--- config.mk ---
export PLATFORM = sky130hd
export DESIGN_NAME = controlador_estoque
export DESIGN_NICKNAME = d
export VERILOG_FILES = /design/src/rtl/controlador_estoque.sv
export SDC_FILE = /design/constraint.sdc
export NUM_CORES = 1
export LEC_CHECK = 0
export CORE_MARGIN = 2
export CORE_UTILIZATION = 55
export DETAILED_ROUTE_END_ITERATION = 6
export DONT_BUFFER_PORTS = 1
export GPL_ROUTABILITY_DRIVEN = 0
export PLACE_DENSITY = 0.7
export SYNTH_ARGS = -nofsm -noshare
export SYNTH_HDL_FRONTEND = slang
export SYNTH_SLANG_ARGS = --single-unit
--- constraint.sdc ---
create_clock -name clk -period 4.45 [get_ports clk]
set_input_delay 0.2225 -clock clk [delete_from_list [all_inputs] [get_ports clk]]
set_output_delay 0.2225 -clock clk [all_outputs]
set_load 0.005 [all_outputs]
--- src/rtl/controlador_estoque.sv ---
`default_nettype none
// ============================================================================
// Module      : controlador_estoque
// Description : Vending slot table with a 3-state command controller.
//               Commands: QUERY / VEND / WRITE / RESTOCK.
// Revision    : 1.0 - initial release
// ============================================================================
module controlador_estoque #(
    parameter int CODE_W    = 4,
    parameter int NUM_SLOTS = 16,
    parameter int PRICE_W   = 4,
    parameter int STOCK_W   = 4
) (
    input  logic                 clk,
    input  logic                 rst_n,
    input  logic                 cmd_valid,
    output logic                 cmd_ready,
    input  logic [1:0]           cmd_op,
    input  logic [CODE_W-1:0]    cmd_code,
    input  logic [PRICE_W-1:0]   cmd_price,
    input  logic [STOCK_W-1:0]   cmd_qty,
    output logic                 rsp_valid,
    output logic [1:0]           rsp_status,
    output logic [PRICE_W-1:0]   rsp_price,
    output logic                 rsp_exists,
    output logic [STOCK_W-1:0]   rsp_stock,
    output logic [NUM_SLOTS-1:0] sold_out
);

    localparam logic [1:0] c_S_IDLE = 2'd0;
    localparam logic [1:0] c_S_EXEC = 2'd1;
    localparam logic [1:0] c_S_RESP = 2'd2;

    localparam logic [1:0] c_OP_QUERY   = 2'b00;
    localparam logic [1:0] c_OP_VEND    = 2'b01;
    localparam logic [1:0] c_OP_WRITE   = 2'b10;
    localparam logic [1:0] c_OP_RESTOCK = 2'b11;

    localparam logic [1:0] c_ST_OK       = 2'b00;
    localparam logic [1:0] c_ST_NO_PROD  = 2'b01;
    localparam logic [1:0] c_ST_SOLD_OUT = 2'b10;
    localparam logic [1:0] c_ST_OVERFLOW = 2'b11;

    localparam logic [STOCK_W-1:0] c_STOCK_MAX = '1;

    logic [1:0]         r_state;
    logic [1:0]         w_state_nxt;
    logic               w_accept;

    logic [1:0]         r_op;
    logic [CODE_W-1:0]  r_code;
    logic [PRICE_W-1:0] r_price;
    logic [STOCK_W-1:0] r_qty;

    logic               r_exists    [NUM_SLOTS];
    logic [PRICE_W-1:0] r_price_tab [NUM_SLOTS];
    logic [STOCK_W-1:0] r_stock_tab [NUM_SLOTS];

    logic               w_hit;
    logic               w_cur_exists;
    logic [PRICE_W-1:0] w_cur_price;
    logic [STOCK_W-1:0] w_cur_stock;
    logic [STOCK_W:0]   w_sum;

    logic               w_wr;
    logic [1:0]         w_status;
    logic               w_new_exists;
    logic [PRICE_W-1:0] w_new_price;
    logic [STOCK_W-1:0] w_new_stock;

    assign w_accept = cmd_valid && cmd_ready;

    // ---------------- FSM: state register ----------------
    always_ff @(posedge clk or negedge rst_n) begin
        if (!rst_n) r_state <= c_S_IDLE;
        else        r_state <= w_state_nxt;
    end

    // ---------------- FSM: next state ----------------
    always_comb begin
        w_state_nxt = r_state;
        case (r_state)
            c_S_IDLE: if (cmd_valid) w_state_nxt = c_S_EXEC;
            c_S_EXEC: w_state_nxt = c_S_RESP;
            c_S_RESP: w_state_nxt = c_S_IDLE;
            default:  w_state_nxt = c_S_IDLE;
        endcase
    end

    // ---------------- FSM: outputs ----------------
    always_comb begin
        cmd_ready = (r_state == c_S_IDLE);
        rsp_valid = (r_state == c_S_RESP);
    end

    always_ff @(posedge clk or negedge rst_n) begin
        if (!rst_n) begin
            r_op    <= '0;
            r_code  <= '0;
            r_price <= '0;
            r_qty   <= '0;
        end else if (w_accept) begin
            r_op    <= cmd_op;
            r_code  <= cmd_code;
            r_price <= cmd_price;
            r_qty   <= cmd_qty;
        end
    end

    // Codes beyond the table never match, so they read back as an all-zero slot.
    always_comb begin
        w_hit        = 1'b0;
        w_cur_exists = 1'b0;
        w_cur_price  = '0;
        w_cur_stock  = '0;
        for (int i = 0; i < NUM_SLOTS; i++) begin
            if (r_code == CODE_W'(i)) begin
                w_hit        = 1'b1;
                w_cur_exists = r_exists[i];
                w_cur_price  = r_price_tab[i];
                w_cur_stock  = r_stock_tab[i];
            end
        end
    end

    assign w_sum = {1'b0, w_cur_stock} + {1'b0, r_qty};

    always_comb begin
        w_wr         = 1'b0;
        w_status     = c_ST_OK;
        w_new_exists = w_cur_exists;
        w_new_price  = w_cur_price;
        w_new_stock  = w_cur_stock;
        if (!w_hit) begin
            w_status = c_ST_NO_PROD;
        end else begin
            case (r_op)
                c_OP_QUERY: begin
                    if (!w_cur_exists)          w_status = c_ST_NO_PROD;
                    else if (w_cur_stock == '0) w_status = c_ST_SOLD_OUT;
                end
                c_OP_VEND: begin
                    if (!w_cur_exists)          w_status = c_ST_NO_PROD;
                    else if (w_cur_stock == '0) w_status = c_ST_SOLD_OUT;
                    else begin
                        w_wr        = 1'b1;
                        w_new_stock = w_cur_stock - 1'b1;
                    end
                end
                c_OP_WRITE: begin
                    w_wr = 1'b1;
                    if (r_price != '0) begin
                        w_new_exists = 1'b1;
                        w_new_price  = r_price;
                        w_new_stock  = r_qty;
                    end else begin
                        w_status     = c_ST_NO_PROD;
                        w_new_exists = 1'b0;
                        w_new_price  = '0;
                        w_new_stock  = '0;
                    end
                end
                c_OP_RESTOCK: begin
                    if (!w_cur_exists) begin
                        w_status = c_ST_NO_PROD;
                    end else begin
                        w_wr = 1'b1;
                        if (w_sum[STOCK_W]) begin
                            w_status    = c_ST_OVERFLOW;
                            w_new_stock = c_STOCK_MAX;
                        end else begin
                            w_new_stock = w_sum[STOCK_W-1:0];
                        end
                    end
                end
                default: w_status = c_ST_OK;
            endcase
        end
    end

    // Slot table and sold-out flags commit together on the EXEC->RESP edge.
    always_ff @(posedge clk or negedge rst_n) begin
        if (!rst_n) begin
            for (int i = 0; i < NUM_SLOTS; i++) begin
                r_exists[i]    <= 1'b0;
                r_price_tab[i] <= '0;
                r_stock_tab[i] <= '0;
            end
            sold_out <= '0;
        end else if (r_state == c_S_EXEC && w_wr) begin
            for (int i = 0; i < NUM_SLOTS; i++) begin
                if (r_code == CODE_W'(i)) begin
                    r_exists[i]    <= w_new_exists;
                    r_price_tab[i] <= w_new_price;
                    r_stock_tab[i] <= w_new_stock;
                    sold_out[i]    <= w_new_exists && (w_new_stock == '0);
                end
            end
        end
    end

    always_ff @(posedge clk or negedge rst_n) begin
        if (!rst_n) begin
            rsp_status <= c_ST_OK;
            rsp_price  <= '0;
            rsp_exists <= 1'b0;
            rsp_stock  <= '0;
        end else if (r_state == c_S_EXEC) begin
            rsp_status <= w_status;
            rsp_price  <= w_new_price;
            rsp_exists <= w_new_exists;
            rsp_stock  <= w_new_stock;
        end
    end

endmodule
`default_nettype wire

**Yosys cells after proc, flatten, opt, wreduce, memory -nomap -nowiden**

Index checks and enable logic that the tools add are counted.
W data, S select, Z words.

- Bits of input ports: 17
- Register bits: 187
- Output and inout bits: 29

- Reductions and logical operators: 26
- $add $sub $neg: 2
- Muxes and demuxes: 91
- Equal/unequal tests: 21

Operator list:

| kind | count |
|---|---|
| $mux W4 | 41 |
| $mux W1 | 40 |
| $eq A4 B4 Y1 const B | 8 |
| $reduce_and A2 Y1 | 16 |
| $eq A4 B3 Y1 const B | 4 |
| $logic_not A4 Y1 | 3 |
| $mux W2 | 6 |
| $pmux W4 S3 | 1 |
| $eq A4 B2 Y1 const B | 2 |
| $eq A2 B2 Y1 const B | 3 |
| $pmux W2 S3 | 1 |
| $add A4 B4 Y5 | 1 |
| $eq A2 B1 Y1 const B | 2 |
| $eq A4 B1 Y1 const B | 1 |
| $logic_not A2 Y1 | 2 |
| $pmux W2 S2 | 1 |
| $reduce_bool A4 Y1 | 1 |
| $sub A4 B1 Y4 const B | 1 |
| $logic_and A1 B1 Y1 | 3 |
| $pmux W1 S3 | 1 |
| $ne A2 B2 Y1 const B | 1 |
| $reduce_or A2 Y1 | 1 |

**Longest topological paths before layout**

Gate-level depths: netlist (run 1).

- Depth after elaboration: 24
- Mapped depth: 21
- Depth with buffers taken out: 17

**Worst setup path before layout (run 1)**

OpenSTA, ideal clock, no wires.

- Kind: reg2reg
- Start point: register r_code[1]
- End point: register sold_out[11]
- Stages on the path, launching flop included: 22
- Required time: 4370 ps
- Buffers on the path: 4
- Slack: 635 ps
- Data arrival time: 3735 ps
- Cells stage by stage: dfrtp_1 buf_6 buf_6 and4b_1 buf_2 a32o_1 a211oi_2 a21oi_1 nor2_4 inv_1 ha_1 fa_1 a211oi_1 a31oi_1 o31ai_1 o2111ai_1 nand2_1 a21oi_1 nor4_2 nand4b_4 buf_6 mux2i_4

- Longest elaborated chain between the ends: 24

RTL lines:

| item | line | source |
|---|---|---|
| start, declared | 51 | `logic [CODE_W-1:0] r_code;` |
| start signal, assigned | 104 | `r_code <= cmd_code;` |
| $logic_not A4 Y1 | 117 | `if (r_code == CODE_W'(i)) begin` |
| $mux W4 (16 in a row) | 117 |  |
| $add A4 B4 Y5 (tied with other cells) | 126 | `assign w_sum = {1'b0, w_cur_stock} + {1'b0, r_qty};` |
| $mux W4 (tied with other cells) | 168 | `if (w_sum[STOCK_W]) begin` |
| $mux W4 (tied with other cells) | 164 | `if (!w_cur_exists) begin` |
| $pmux W4 S3 or $pmux W1 S3 (tied branches) | 137 | `case (r_op)` |
| $mux W4 or $mux W1 (tied branches) | 134 | `if (!w_hit) begin` |
| $logic_not A4 Y1 or $logic_and A1 B1 Y1 (tied branches) | 196, 190 |  |
| $logic_and A1 B1 Y1 or $reduce_and A2 Y1 (tied branches) | n/a |  |
| end signal, assigned by index | 196 | `sold_out[i] <= w_new_exists && (w_new_stock == '0);` |
| end, declared | 27 | `output logic [NUM_SLOTS-1:0] sold_out` |

Parallel ways exist; a longest one is shown, timed or not.
A chain may end at the register's enable or synchronous reset.

**Worst setup path in the final report (run 1)**

- Start point: register r_code[3]
- End point: register sold_out[9]

The elaborated chain is that of the path after synthesis.

==> qor.txt, run 1 <==
STATUS
---------------------------------------------------------------------------------
Result of the run                                                    complete, but fails checks
Violated checks                                                      negative hold slack

PLACED DESIGN
---------------------------------------------------------------------------------
Cell area after placement                                              9810 sq um
HPWL after detailed placement                                        16000 microns
Number of I/O port buffers                                                      0

DETAILED ROUTING
---------------------------------------------------------------------------------
Mean number of vias per cell                                                 6.12
Routed length per instance                                           20.7 microns
Total routed wirelength                                              23700 microns
Number of iterations in the first detailed-routing pass                         5
First DRT Iteration DRCs                                                      660
Post-route ant nets                                                             0
Vias                                                                         7006
Final routed DRC violation total                                                0

TIMING
---------------------------------------------------------------------------------
Summed negative setup slack over all endpoints                               0 ns
Headroom to the max-slew limit                                              46.2%
Share of the clock period used by the worst path after layout               93.7%
Fmax                                                                    0.240 GHz
Clock skew after layout                                                 0.0101 ns
Worst hold slack after final layout                                     -0.529 ns
Unrepaired setup endpoints after global routing                             false
Time the worst path needs with I/O delays and setup                       4.17 ns
Total of endpoints with negative setup slack in the final report                0
Hold violation total from the final report                                    187
Number of max-slew violations in the final report                               0
Slew at the pin closest to its max-slew limit                            0.803 ns

LOGIC SYNTHESIS
---------------------------------------------------------------------------------
Post-synthesis net count                                                      930
Post-Synthesis Cells                                                          907
Register area share after synthesis                                         48.2%
Async set-reset flop share out of synthesis                                  100%
Number of enable flip-flop cells after synthesis                                0
Dominant synthesized flop cell                                       sky130_fd_sc_hd__dfrtp_1
Average instance area after synthesis                                  10.7 sq um
Count of yosys warnings during synthesis                                        0
Synthesized flop and latch total                                              187
Distinct cell type count after synthesis                                       87
Area of the mapped netlist                                             9710 sq um

FLOORPLAN
---------------------------------------------------------------------------------
Top Ports                                                                      46
Cell Rows                                                                      48
Die area                                                              18700 sq um
Die span in y                                                         137 microns
Die Span X                                                            137 microns
Starting density of the core                                                56.1%
Core footprint                                                        17300 sq um

CELLS AND AREA
---------------------------------------------------------------------------------
Number of nets at the end of the flow                                         929
Share of post-route cells with drive strength above 1                       22.9%
Diodes inserted                                                                 0
Number of filler cells placed in the layout                                  1433
Post-Layout Inst Area                                                 10600 sq um
Area added between synthesis and finish                                     9.11%

CLOCK TREE
---------------------------------------------------------------------------------
Clock transition at the registers of the reported paths                   0.07 ns
Clock sink total                                                              187
TritonCTS clock tree                                                         done
# hold bufs at CTS                                                             14
Max H-tree Level                                                                4
Clock latency of the later-clocked register in the worst-skew pair        0.44 ns
Clk root buf                                                         sky130_fd_sc_hd__clkbuf_16
Cts bufs inserted                                                              17
Maximum count of clock buffers along a single path                              2

GRT
---------------------------------------------------------------------------------
Antenna violations before repair                                                0
Global-route wire length before repair                               38600 microns
Residual overflow from global routing                                           0
Largest net degree at the start of global routing                             188
Vias in the first global route                                               6811
Total routing usage reported by global routing                              27.2%

CRITICAL PATH
---------------------------------------------------------------------------------
Crit Reg-Reg Endpoint                                                 sold_out[9]
Required time reported for the critical path endpoint                     4.80 ns
Kind of start point of the critical path                                 register
Cells along the critical path                                        buf_4 > inv_2 > nand3_1 > a21oi_1 > o41ai_1 > and3_2 > inv_1 > fa_1 > a211oi_1 > a31oi_1 > o31ai_1 > o2111ai_1 > nand2_1 > a21oi_1 > nor4_2 > nand4b_4 > buf_12 > o21ai_0
Worst r2r src                                                           r_code[3]
Critical path's most frequent cell                                   sky130_fd_sc_hd__a21oi_1
Worst-path cell with the longest stage delay                         sky130_fd_sc_hd__fa_1
Worst Reg2Reg Path Length in Cells                                             18
Class of the most critical setup path                                register to register
Cell family contributing the most delay on the critical path         compound AO/OA/AOI/OAI gates
Crit end category                                                        register
Setup slack on the worst flop-to-flop path                                0.28 ns
Delay contributed by the slowest stage of the critical path               0.44 ns
Arrival time worst endpoint                                               4.52 ns
Number of buffer and inverter instances along the worst setup path              4
Crit Path Max Fanout                                                           20

FLOW RUN
---------------------------------------------------------------------------------
Maxcap violations                                                               0

POWER AND IR DROP
---------------------------------------------------------------------------------
Total power density per cell area                                     608 nW/um^2
Worst voltage drop across the vdd grid                                 0.000416 V
Leakage power figure                                                      4.76 nW

MIN PATH
---------------------------------------------------------------------------------
Class of the tightest hold or removal check                          input port to asynchronous set/reset pin

-- layout by cell type, fill, tap and decap left out, types with 6 or more instances in the layout --
master	instances
sky130_fd_sc_hd__mux2i_1	19
sky130_fd_sc_hd__dfrtp_1	184
sky130_fd_sc_hd__nor2b_1	12
sky130_fd_sc_hd__mux2_4	16
sky130_fd_sc_hd__nand3_1	9
sky130_fd_sc_hd__dlygate4sd3_1	14
sky130_fd_sc_hd__clkbuf_16	17
sky130_fd_sc_hd__buf_4	30
sky130_fd_sc_hd__nand3_2	8
sky130_fd_sc_hd__nor2_1	32
sky130_fd_sc_hd__a21o_1	8
sky130_fd_sc_hd__o221ai_1	6
sky130_fd_sc_hd__nand2_1	123
sky130_fd_sc_hd__o21ai_0	89
sky130_fd_sc_hd__mux2_2	62
sky130_fd_sc_hd__nor3_1	6
sky130_fd_sc_hd__nand2b_1	10
sky130_fd_sc_hd__a21oi_1	43
sky130_fd_sc_hd__mux2_1	22
sky130_fd_sc_hd__o21ai_2	13
sky130_fd_sc_hd__o2bb2ai_1	6
sky130_fd_sc_hd__a31oi_1	7
sky130_fd_sc_hd__a211oi_1	6
sky130_fd_sc_hd__o21ai_1	31
sky130_fd_sc_hd__inv_1	16
sky130_fd_sc_hd__a22oi_1	8
-- how the worst max path moves through the flow --
stage	from	end	slack, ns	cells past startpoint
after floorplan	r_code[1]	sold_out[11]	0.64	21
after global placement	r_code[3]	sold_out[10]	0.25	17
after detailed placement	r_code[2]	sold_out[9]	0.15	17
after CTS	r_code[2]	sold_out[9]	0.13	17
after global routing	r_code[3]	sold_out[9]	0.02	18
final	r_code[3]	sold_out[9]	0.28	18
-- cells by family after synthesis --
logic type | synth area share, %
buffers and inverters | 5.45
DFF | 48.2
and+or+nand+nor | 13.1
adders and majority gates | 0.851
xor gates and xnor gates | 0.0902
muxes | 14.4
AOI/OAI and AO/OA | 17.9
-- per-layer routing --
layer | track usage (%) | wire length [microns]
met1 | 39.1 | 10900
met2 | 42.0 | 11200
met3 | 5.19 | 1200
met4 | 8.71 | 435
met5 | 0 | 0
-- power breakdown --
part / internal, W / leakage [nW] / switching [W]
clock: 0.000894 / 0.300 / 0.000680
combinational: 0.000935 / 1.93 / 0.00139
sequential: 0.00218 / 2.53 / 0.000359
-- state kept, by name, indices dropped and copies added, names as in the netlist --
register and flops:
r_code 4, r_exists 16, r_op 2, r_price 4, r_price_tab 64, r_qty 4, r_state 2, r_stock_tab 64
rsp_exists 1, rsp_price 4, rsp_status 2, rsp_stock 4, sold_out 16
-- synthesized netlist by cell type (12+ instances only) --
cell type / number / area (sq um)
sky130_fd_sc_hd__mux2i_1: 19 / 190
sky130_fd_sc_hd__nor2b_1: 12 / 75.1
sky130_fd_sc_hd__o21ai_2: 13 / 114
sky130_fd_sc_hd__buf_2: 32 / 160
sky130_fd_sc_hd__nand2_1: 123 / 462
sky130_fd_sc_hd__mux2_2: 62 / 698
sky130_fd_sc_hd__o21ai_0: 89 / 445
sky130_fd_sc_hd__clkbuf_1: 12 / 45.0
sky130_fd_sc_hd__mux2_4: 16 / 240
sky130_fd_sc_hd__inv_1: 16 / 60.1
sky130_fd_sc_hd__nor2_1: 32 / 120
sky130_fd_sc_hd__o21ai_1: 31 / 155
sky130_fd_sc_hd__buf_6: 16 / 180
sky130_fd_sc_hd__mux2_1: 22 / 248
sky130_fd_sc_hd__a21oi_1: 43 / 215
sky130_fd_sc_hd__dfrtp_1: 187 / 4680
-- per-stage QoR --
stage / setup slack (ns) / std cells / total power [W] / utilization, % / hold slack (ns)
2_1_floorplan: 0.635 / 907 / 0.00417 / - / -0.0731
3_3_place_gp: 0.245 / 1096 / 0.00477 / 56.7 / -0.0686
3_5_place_dp: 0.154 / 1096 / 0.00482 / 56.7 / -0.0680
4_1_cts: 0.132 / 1142 / 0.00641 / 61.1 / -0.538
5_1_grt: 0.0179 / 1144 / 0.00681 / 61.2 / -0.545
6_report: 0.282 / 1144 / 0.00644 / 61.2 / -0.529
-- area by class of cell --
class                   instances  area, sq um  area share (%)
clock buffers                  21          480            4.54
clock inverters                11          130            1.23
inverters                      19         71.3           0.673
multi-input cells             633         4500            42.5
flip-flops and latches        187         4680            44.2
well taps                     225          282            2.66
repair buffers                 48          445            4.21
-- timing repair --
item / CTS / global route
resized for setup: 0 / 2
buffers inserted: 0 / 2
hold endpoints to repair: 201 / 187
endpoints found under the setup margin: 0 / 16
Note: power is estimated with default switching activity, not from simulation.
==> run 2, diff against run 1 <==
- CORE_MARGIN: 2 -> 1
- CTS_BUF_LIST: not set -> sky130_fd_sc_hd__clkbuf_4 sky130_fd_sc_hd__clkbuf_8
==> run 2 against run 1 <==
Compared with the run above: utilization fell by 1.0 points; critical path depth did not move; worst setup slack got worse by 0.19 ns; routed wire length rose by 2.4%; the flow still finishes with violations (negative hold slack); hold slack got worse by 0.024 ns.
==> qor.txt, run 2 (synthesized netlist as in run 1, its figures left out) <==
TIMING
------------------------------------------------------------------------------------
Summed negative setup slack over all endpoints                                  0 ns   unchanged
Unrepaired setup endpoints after global routing                                false   unchanged
Post-route worst setup slack                                               0.0960 ns   was 0.282 ns
Clock skew after layout                                                    0.0150 ns   was 0.0101 ns
Slew at the pin closest to its max-slew limit                               0.763 ns   was 0.803 ns
Share of the clock period used by the worst path after layout                  97.8%   was 93.7%
Fmax                                                                       0.230 GHz   was 0.240 GHz
Headroom to the max-slew limit                                                 49.1%   was 46.2%
Number of max-slew violations in the final report                                  0   unchanged
Total of endpoints with negative setup slack in the final report                   0   unchanged
Hold violation total from the final report                                       187   unchanged
Worst hold slack after final layout                                        -0.553 ns   was -0.529 ns
Time the worst path needs with I/O delays and setup                          4.35 ns   was 4.17 ns

GRT
------------------------------------------------------------------------------------
Most heavily used metal layer in global routing                                 met2   unchanged
GR Util met1                                                                   37.3%   was 39.1%
Vias in the first global route                                                  7287   was 6811
Antenna violations before repair                                                   0   unchanged
Largest net degree at the start of global routing                                188   unchanged
Residual overflow from global routing                                              0   unchanged
Grt met3 use                                                                   6.46%   was 5.19%
Global-route wire length before repair                                  39500 microns   was 38600 microns
Met2 demand-to-capacity share in global routing                                47.3%   was 42.0%
Total routing usage reported by global routing                                 28.7%   was 27.2%

CRITICAL PATH
------------------------------------------------------------------------------------
Cells along the critical path                                           buf_4 > nor2b_1 > a2bb2oi_1 > nor2_1 > o41ai_1 > and3_2 > inv_1 > fa_1 > a211oi_1 > a31oi_1 > o31ai_1 > o2111ai_1 > nand2_1 > a21oi_1 > nor4_2 > nand4b_4 > buf_12 > o21ai_0   was buf_4 > inv_2 > nand3_1 > a21oi_1 > o41ai_1 > and3_2 > inv_1 > fa_1 > a211oi_1 > a31oi_1 > o31ai_1 > o2111ai_1 > nand2_1 > a21oi_1 > nor4_2 > nand4b_4 > buf_12 > o21ai_0
Worst r2r src                                                              r_code[0]   was r_code[3]
Worst Reg2Reg Path Length in Cells                                                18   unchanged
Arrival time worst endpoint                                                  4.73 ns   was 4.52 ns
Worst-path cell with the longest stage delay                            sky130_fd_sc_hd__dfrtp_4   was sky130_fd_sc_hd__fa_1
Class of the most critical setup path                                   register to register   unchanged
Kind of start point of the critical path                                    register   unchanged
Crit end category                                                           register   unchanged
Depth of the critical timing path with buffers and inverters included             18   unchanged
Cell family contributing the most delay on the critical path            compound AO/OA/AOI/OAI gates   unchanged
Delay contributed by the slowest stage of the critical path                  0.57 ns   was 0.44 ns
Crit Path Max Fanout                                                              16   was 20
Number of buffer and inverter instances along the worst setup path                 3   was 4
Setup slack on the worst flop-to-flop path                                    0.1 ns   was 0.28 ns
Crit Reg-Reg Endpoint                                                   sold_out[10]   was sold_out[9]
Required time reported for the critical path endpoint                        4.83 ns   was 4.80 ns

CLOCK TREE
------------------------------------------------------------------------------------
Max H-tree Level                                                                   4   unchanged
Cts bufs inserted                                                                 17   unchanged
Clock sink total                                                                 187   unchanged
Clock latency of the later-clocked register in the worst-skew pair           0.47 ns   was 0.44 ns
Maximum count of clock buffers along a single path                                 2   unchanged
TritonCTS clock tree                                                            done   unchanged
Clock transition at the registers of the reported paths                      0.09 ns   was 0.07 ns
# hold bufs at CTS                                                                14   unchanged
Clk root buf                                                            sky130_fd_sc_hd__clkbuf_8   was sky130_fd_sc_hd__clkbuf_16

DETAILED ROUTING
------------------------------------------------------------------------------------
Number of iterations in the first detailed-routing pass                            5   unchanged
Post-route ant nets                                                                0   unchanged
Total routed wirelength                                                 24300 microns   was 23700 microns
Routed length per instance                                              21.3 microns   was 20.7 microns
Mean number of vias per cell                                                    6.21   was 6.12
First DRT Iteration DRCs                                                         617   was 660
Vias                                                                            7078   was 7006
Final routed DRC violation total                                                   0   unchanged

MIN PATH
------------------------------------------------------------------------------------
Class of the tightest hold or removal check                             input port to asynchronous set/reset pin   unchanged

CELLS AND AREA
------------------------------------------------------------------------------------
Number of nets at the end of the flow                                            927   was 929
Share of post-route cells with drive strength above 1                          22.5%   was 22.9%
Area added between synthesis and finish                                        6.92%   was 9.11%
Commonest non-fill, non-tap cell in the layout                          sky130_fd_sc_hd__dfrtp_1   unchanged
Top flop regs                                                           r_price_tab (64), r_stock_tab (64)   unchanged
Diodes inserted                                                                    0   unchanged
Commonest cells after routing, fill and taps aside                      sky130_fd_sc_hd__dfrtp_1, sky130_fd_sc_hd__nand2_1, sky130_fd_sc_hd__o21ai_0   unchanged

FLOORPLAN
------------------------------------------------------------------------------------
Core footprint                                                           17200 sq um   was 17300 sq um
Top Ports                                                                         46   unchanged
Die area                                                                 18200 sq um   was 18700 sq um
Die span in y                                                            135 microns   was 137 microns
Cell Rows                                                                         48   unchanged
Starting density of the core                                                   56.3%   was 56.1%
Die Span X                                                               135 microns   was 137 microns

STATUS
------------------------------------------------------------------------------------
Violated checks                                                         negative hold slack   unchanged
Result of the run                                                       complete, but fails checks   unchanged

FLOW RUN
------------------------------------------------------------------------------------
Maxcap violations                                                                  0   unchanged

POWER AND IR DROP
------------------------------------------------------------------------------------
Leakage power figure                                                         4.66 nW   was 4.76 nW
Worst voltage drop across the vdd grid                                    0.000323 V   was 0.000416 V
Total power density per cell area                                        586 nW/um^2   was 608 nW/um^2

PLACED DESIGN
------------------------------------------------------------------------------------
HPWL after detailed placement                                           16700 microns   was 16000 microns
Number of I/O port buffers                                                         0   unchanged
Setup Slack @ Placement                                                   -0.0589 ns   was 0.154 ns

[run 2: cell types whose count changed in the layout (fill, tap and decap cells not counted), sizes merged]
cell,delta
buf,-2
inv,-2
bufinv,+1
clkbuf,-1
[run 2: repair_timing]
| item | in CTS | in global routing |
|---|---|---|
| gates resized for setup | 1 | 4 |
| endpoints found under the hold margin | 201 | 187 |
| setup buffers | 1 | 2 |
| setup endpoints to repair | 16 | 16 |
| pin swaps | 1 | 0 |
[run 2: per-stage QoR]
step                std cells  total power [W]  area [sq um]  utilization (%)
floorplan                 907          0.00417          9710                -
CTS                      1138          0.00605         10400             60.1
global route             1140          0.00642         10400             60.2
detailed placement       1093          0.00483          9780             56.7
global placement         1093          0.00472          9780             56.7
finish                   1140          0.00608         10400             60.2
[run 2: worst max path at each step]
| stage | startpoint | end | slack [ns] |
|---|---|---|---|
| detailed placement | r_code[1] | sold_out[10] | -0.06 |
| CTS | r_code[0] | sold_out[10] | 0.18 |
| floorplan | r_code[1] | sold_out[11] | 0.64 |
| finish | r_code[0] | sold_out[10] | 0.1 |
| global placement | r_code[1] | sold_out[9] | 0.09 |
| global route | r_code[0] | sold_out[13] | 0.01 |
[run 2: per-layer routing]
metal  vias up  wire length, microns
met3        58                  1520
li1       3236                     -
met5         -                     0
met1      3504                 10300
met4         0                   648
met2       280                 11800
[run 2: cell type report]
class / count / area, sq um
clock buffer: 20 / 269
clock inverter: 10 / 143
fill: 1445 / 6860
inverter: 19 / 71.3
multi-input combinational: 633 / 4510
sequential: 187 / 4690
tap: 225 / 282
timing repair buffer: 46 / 418
[run 2: worst register-to-register path: stages, from the launching register on]
cell	delay [ns]
sky130_fd_sc_hd__dfrtp_4	0.57
sky130_fd_sc_hd__buf_4	0.21
sky130_fd_sc_hd__nor2b_1	0.15
sky130_fd_sc_hd__a2bb2oi_1	0.15
sky130_fd_sc_hd__nor2_1	0.08
sky130_fd_sc_hd__o41ai_1	0.40
sky130_fd_sc_hd__and3_2	0.31
sky130_fd_sc_hd__inv_1	0.11
sky130_fd_sc_hd__fa_1	0.45
sky130_fd_sc_hd__a211oi_1	0.19
sky130_fd_sc_hd__a31oi_1	0.06
sky130_fd_sc_hd__o31ai_1	0.24
sky130_fd_sc_hd__o2111ai_1	0.20
sky130_fd_sc_hd__nand2_1	0.13
sky130_fd_sc_hd__a21oi_1	0.08
sky130_fd_sc_hd__nor4_2	0.42
sky130_fd_sc_hd__nand4b_4	0.15
sky130_fd_sc_hd__buf_12	0.18
sky130_fd_sc_hd__o21ai_0	0.18
[run 2: report_power, final]
group	total, W	leakage [nW]	switching (W)	internal (W)
Sequential	0.00255	2.53	0.000364	0.00218
Combinational	0.00235	1.92	0.00142	0.000926
Clock	0.00119	0.208	0.000597	0.000588
==> run 3, diff against run 2 <==
- MAX_ROUTING_LAYER: not set -> met4
- TNS_END_PERCENT: not set -> 50
==> run 3 against run 2 <==
Compared with the run above: the flow still finishes with violations (negative hold slack); clock power barely moved; sequential share of layout area unchanged; global-route usage increased by 0.82 points; die area is the same; first-iteration DRC count up 2.4%; highest routed layer unchanged; routed wire length about the same; critical endpoint unchanged; final area unchanged; maximum frequency increased by 1.3%.
==> qor.txt, run 3 (synthesized netlist as in run 1, its figures left out) <==
CRITICAL PATH
---------------------------------------------------------------------------------
Worst r2r src                                                           r_code[0]   unchanged
Delay contributed by the slowest stage of the critical path               0.57 ns   about the same
Worst Reg2Reg Path Length in Cells                                             18   unchanged
Arrival time worst endpoint                                               4.68 ns   was 4.73 ns
Worst-path cell with the longest stage delay                         sky130_fd_sc_hd__dfrtp_4   unchanged
Number of buffer and inverter instances along the worst setup path              3   unchanged
Class of the most critical setup path                                register to register   unchanged
Kind of start point of the critical path                                 register   unchanged
Required time reported for the critical path endpoint                     4.83 ns   about the same
Cells along the critical path                                        buf_4 > nor2b_1 > a2bb2oi_1 > nor2_1 > o41ai_1 > and3_2 > inv_1 > fa_1 > a211oi_1 > a31oi_1 > o31ai_1 > o2111ai_1 > nand2_1 > a21oi_1 > nor4_2 > nand4b_4 > buf_12 > o21ai_0   unchanged
Crit Path Max Fanout                                                           16   unchanged
Cell family contributing the most delay on the critical path         compound AO/OA/AOI/OAI gates   unchanged
Setup slack on the worst flop-to-flop path                                0.15 ns   was 0.1 ns
Crit end category                                                        register   unchanged
Crit Reg-Reg Endpoint                                                sold_out[10]   unchanged

FLOORPLAN
---------------------------------------------------------------------------------
Starting density of the core                                                56.3%   unchanged
Die area                                                              18200 sq um   unchanged
Core footprint                                                        17200 sq um   unchanged
Top Ports                                                                      46   unchanged
Cell Rows                                                                      48   unchanged
Die Span X                                                            135 microns   unchanged
Die span in y                                                         135 microns   unchanged

TIMING
---------------------------------------------------------------------------------
Hold violation total from the final report                                    187   unchanged
Summed negative setup slack over all endpoints                               0 ns   unchanged
Share of the clock period used by the worst path after layout               96.6%   was 97.8%
Unrepaired setup endpoints after global routing                             false   unchanged
Time the worst path needs with I/O delays and setup                       4.30 ns   was 4.35 ns
Clock skew after layout                                                 0.0130 ns   was 0.0150 ns
Headroom to the max-slew limit                                              48.2%   was 49.1%
Fmax                                                                    0.233 GHz   was 0.230 GHz
Slew at the pin closest to its max-slew limit                            0.777 ns   was 0.763 ns
Number of max-slew violations in the final report                               0   unchanged
Worst hold slack after final layout                                     -0.554 ns   was -0.553 ns
Total of endpoints with negative setup slack in the final report                0   unchanged

PLACED DESIGN
---------------------------------------------------------------------------------
Cell area after placement                                              9780 sq um   unchanged
HPWL after detailed placement                                        16700 microns   unchanged
Number of I/O port buffers                                                      0   unchanged

DETAILED ROUTING
---------------------------------------------------------------------------------
Number of iterations in the first detailed-routing pass                         7   was 5
First DRT Iteration DRCs                                                      632   was 617
Mean number of vias per cell                                                 6.22   was 6.21
Post-route ant nets                                                             0   unchanged
Final routed DRC violation total                                                0   unchanged
Vias                                                                         7096   was 7078
Total routed wirelength                                              24300 microns   about the same
Routed length per instance                                           21.3 microns   about the same

GRT
---------------------------------------------------------------------------------
Residual overflow from global routing                                           0   unchanged
GR Util met1                                                                37.6%   was 37.3%
Grt met3 use                                                                5.86%   was 6.46%
Global-route wire length before repair                               39400 microns   was 39500 microns
Vias in the first global route                                               7298   was 7287
Met2 demand-to-capacity share in global routing                             47.2%   was 47.3%
Most heavily used metal layer in global routing                              met2   unchanged
Total routing usage reported by global routing                              29.5%   was 28.7%
Largest net degree at the start of global routing                             188   unchanged
Antenna violations before repair                                                0   unchanged

POWER AND IR DROP
---------------------------------------------------------------------------------
Total power density per cell area                                     586 nW/um^2   about the same
Worst voltage drop across the vdd grid                                 0.000324 V   was 0.000323 V
Leakage power figure                                                      4.66 nW   unchanged

CLOCK TREE
---------------------------------------------------------------------------------
Clock sink total                                                              187   unchanged
Clock transition at the registers of the reported paths                   0.09 ns   about the same
TritonCTS clock tree                                                         done   unchanged
Max H-tree Level                                                                4   unchanged
Maximum count of clock buffers along a single path                              2   unchanged
Cts bufs inserted                                                              17   unchanged
Clock latency of the later-clocked register in the worst-skew pair        0.47 ns   about the same
Clk root buf                                                         sky130_fd_sc_hd__clkbuf_8   unchanged
# hold bufs at CTS                                                             14   unchanged

STATUS
---------------------------------------------------------------------------------
Violated checks                                                      negative hold slack   unchanged
Result of the run                                                    complete, but fails checks   unchanged

CELLS AND AREA
---------------------------------------------------------------------------------
Commonest cells after routing, fill and taps aside                   sky130_fd_sc_hd__dfrtp_1, sky130_fd_sc_hd__nand2_1, sky130_fd_sc_hd__o21ai_0   unchanged
Share of post-route cells with drive strength above 1                       22.5%   unchanged
Post-Layout Inst Area                                                 10400 sq um   unchanged
Diodes inserted                                                                 0   unchanged
Area added between synthesis and finish                                     6.92%   unchanged
Top flop regs                                                        r_price_tab (64), r_stock_tab (64)   unchanged
Commonest non-fill, non-tap cell in the layout                       sky130_fd_sc_hd__dfrtp_1   unchanged
Number of nets at the end of the flow                                         927   unchanged

MIN PATH
---------------------------------------------------------------------------------
Class of the tightest hold or removal check                          input port to asynchronous set/reset pin   unchanged

FLOW RUN
---------------------------------------------------------------------------------
Maxcap violations                                                               0   unchanged

## run 3: routing by layer
metal | vias to the layer above | wire length [microns]
li1 | 3231 | -
met5 | - | 0
met4 | 0 | 645
met2 | 287 | 11900
met3 | 59 | 1470
met1 | 3519 | 10300
## run 3: area by class of cell
cell class	count	area, sq um
clock buffer	20	269
clock inverter	10	143
tap	225	282
timing repair buffer	46	418
fill	1445	6860
multi-input combinational	633	4510
sequential	187	4690
inverter	19	71.3
## run 3: metrics by stage
stage	util [%]	setup WS [ns]	instances	total power, W
3_5_place_dp	56.7	-0.0589	1093	0.00483
3_3_place_gp	56.7	0.0876	1093	0.00472
5_1_grt	60.2	0.0105	1140	0.00642
6_report	60.2	0.153	1140	0.00608
4_1_cts	60.1	0.176	1138	0.00605
2_1_floorplan	-	0.635	907	0.00417
## run 3: worst max-delay path by stage
stage               from            to  slack, ns  cells after the start
4_1_cts        r_code[0]  sold_out[10]       0.18                     18
3_5_place_dp   r_code[1]  sold_out[10]      -0.06                     17
2_1_floorplan  r_code[1]  sold_out[11]       0.64                     21
3_3_place_gp   r_code[1]   sold_out[9]       0.09                     17
5_1_grt        r_code[0]  sold_out[13]       0.01                     18
6_report       r_code[0]  sold_out[10]       0.15                     18
## run 3: report_power, final
part	switching, W	internal, W	total (W)
Sequential	0.000365	0.00218	0.00255
Combinational	0.00142	0.000926	0.00235
Clock	0.000595	0.000588	0.00118
Total	0.00238	0.00370	0.00608
## run 3: timing repair
item	in CTS	in global routing
hold endpoints to repair	201	187
setup buffers	1	2
setup endpoints to repair	16	16
resized for setup	1	4
pin swaps	1	0
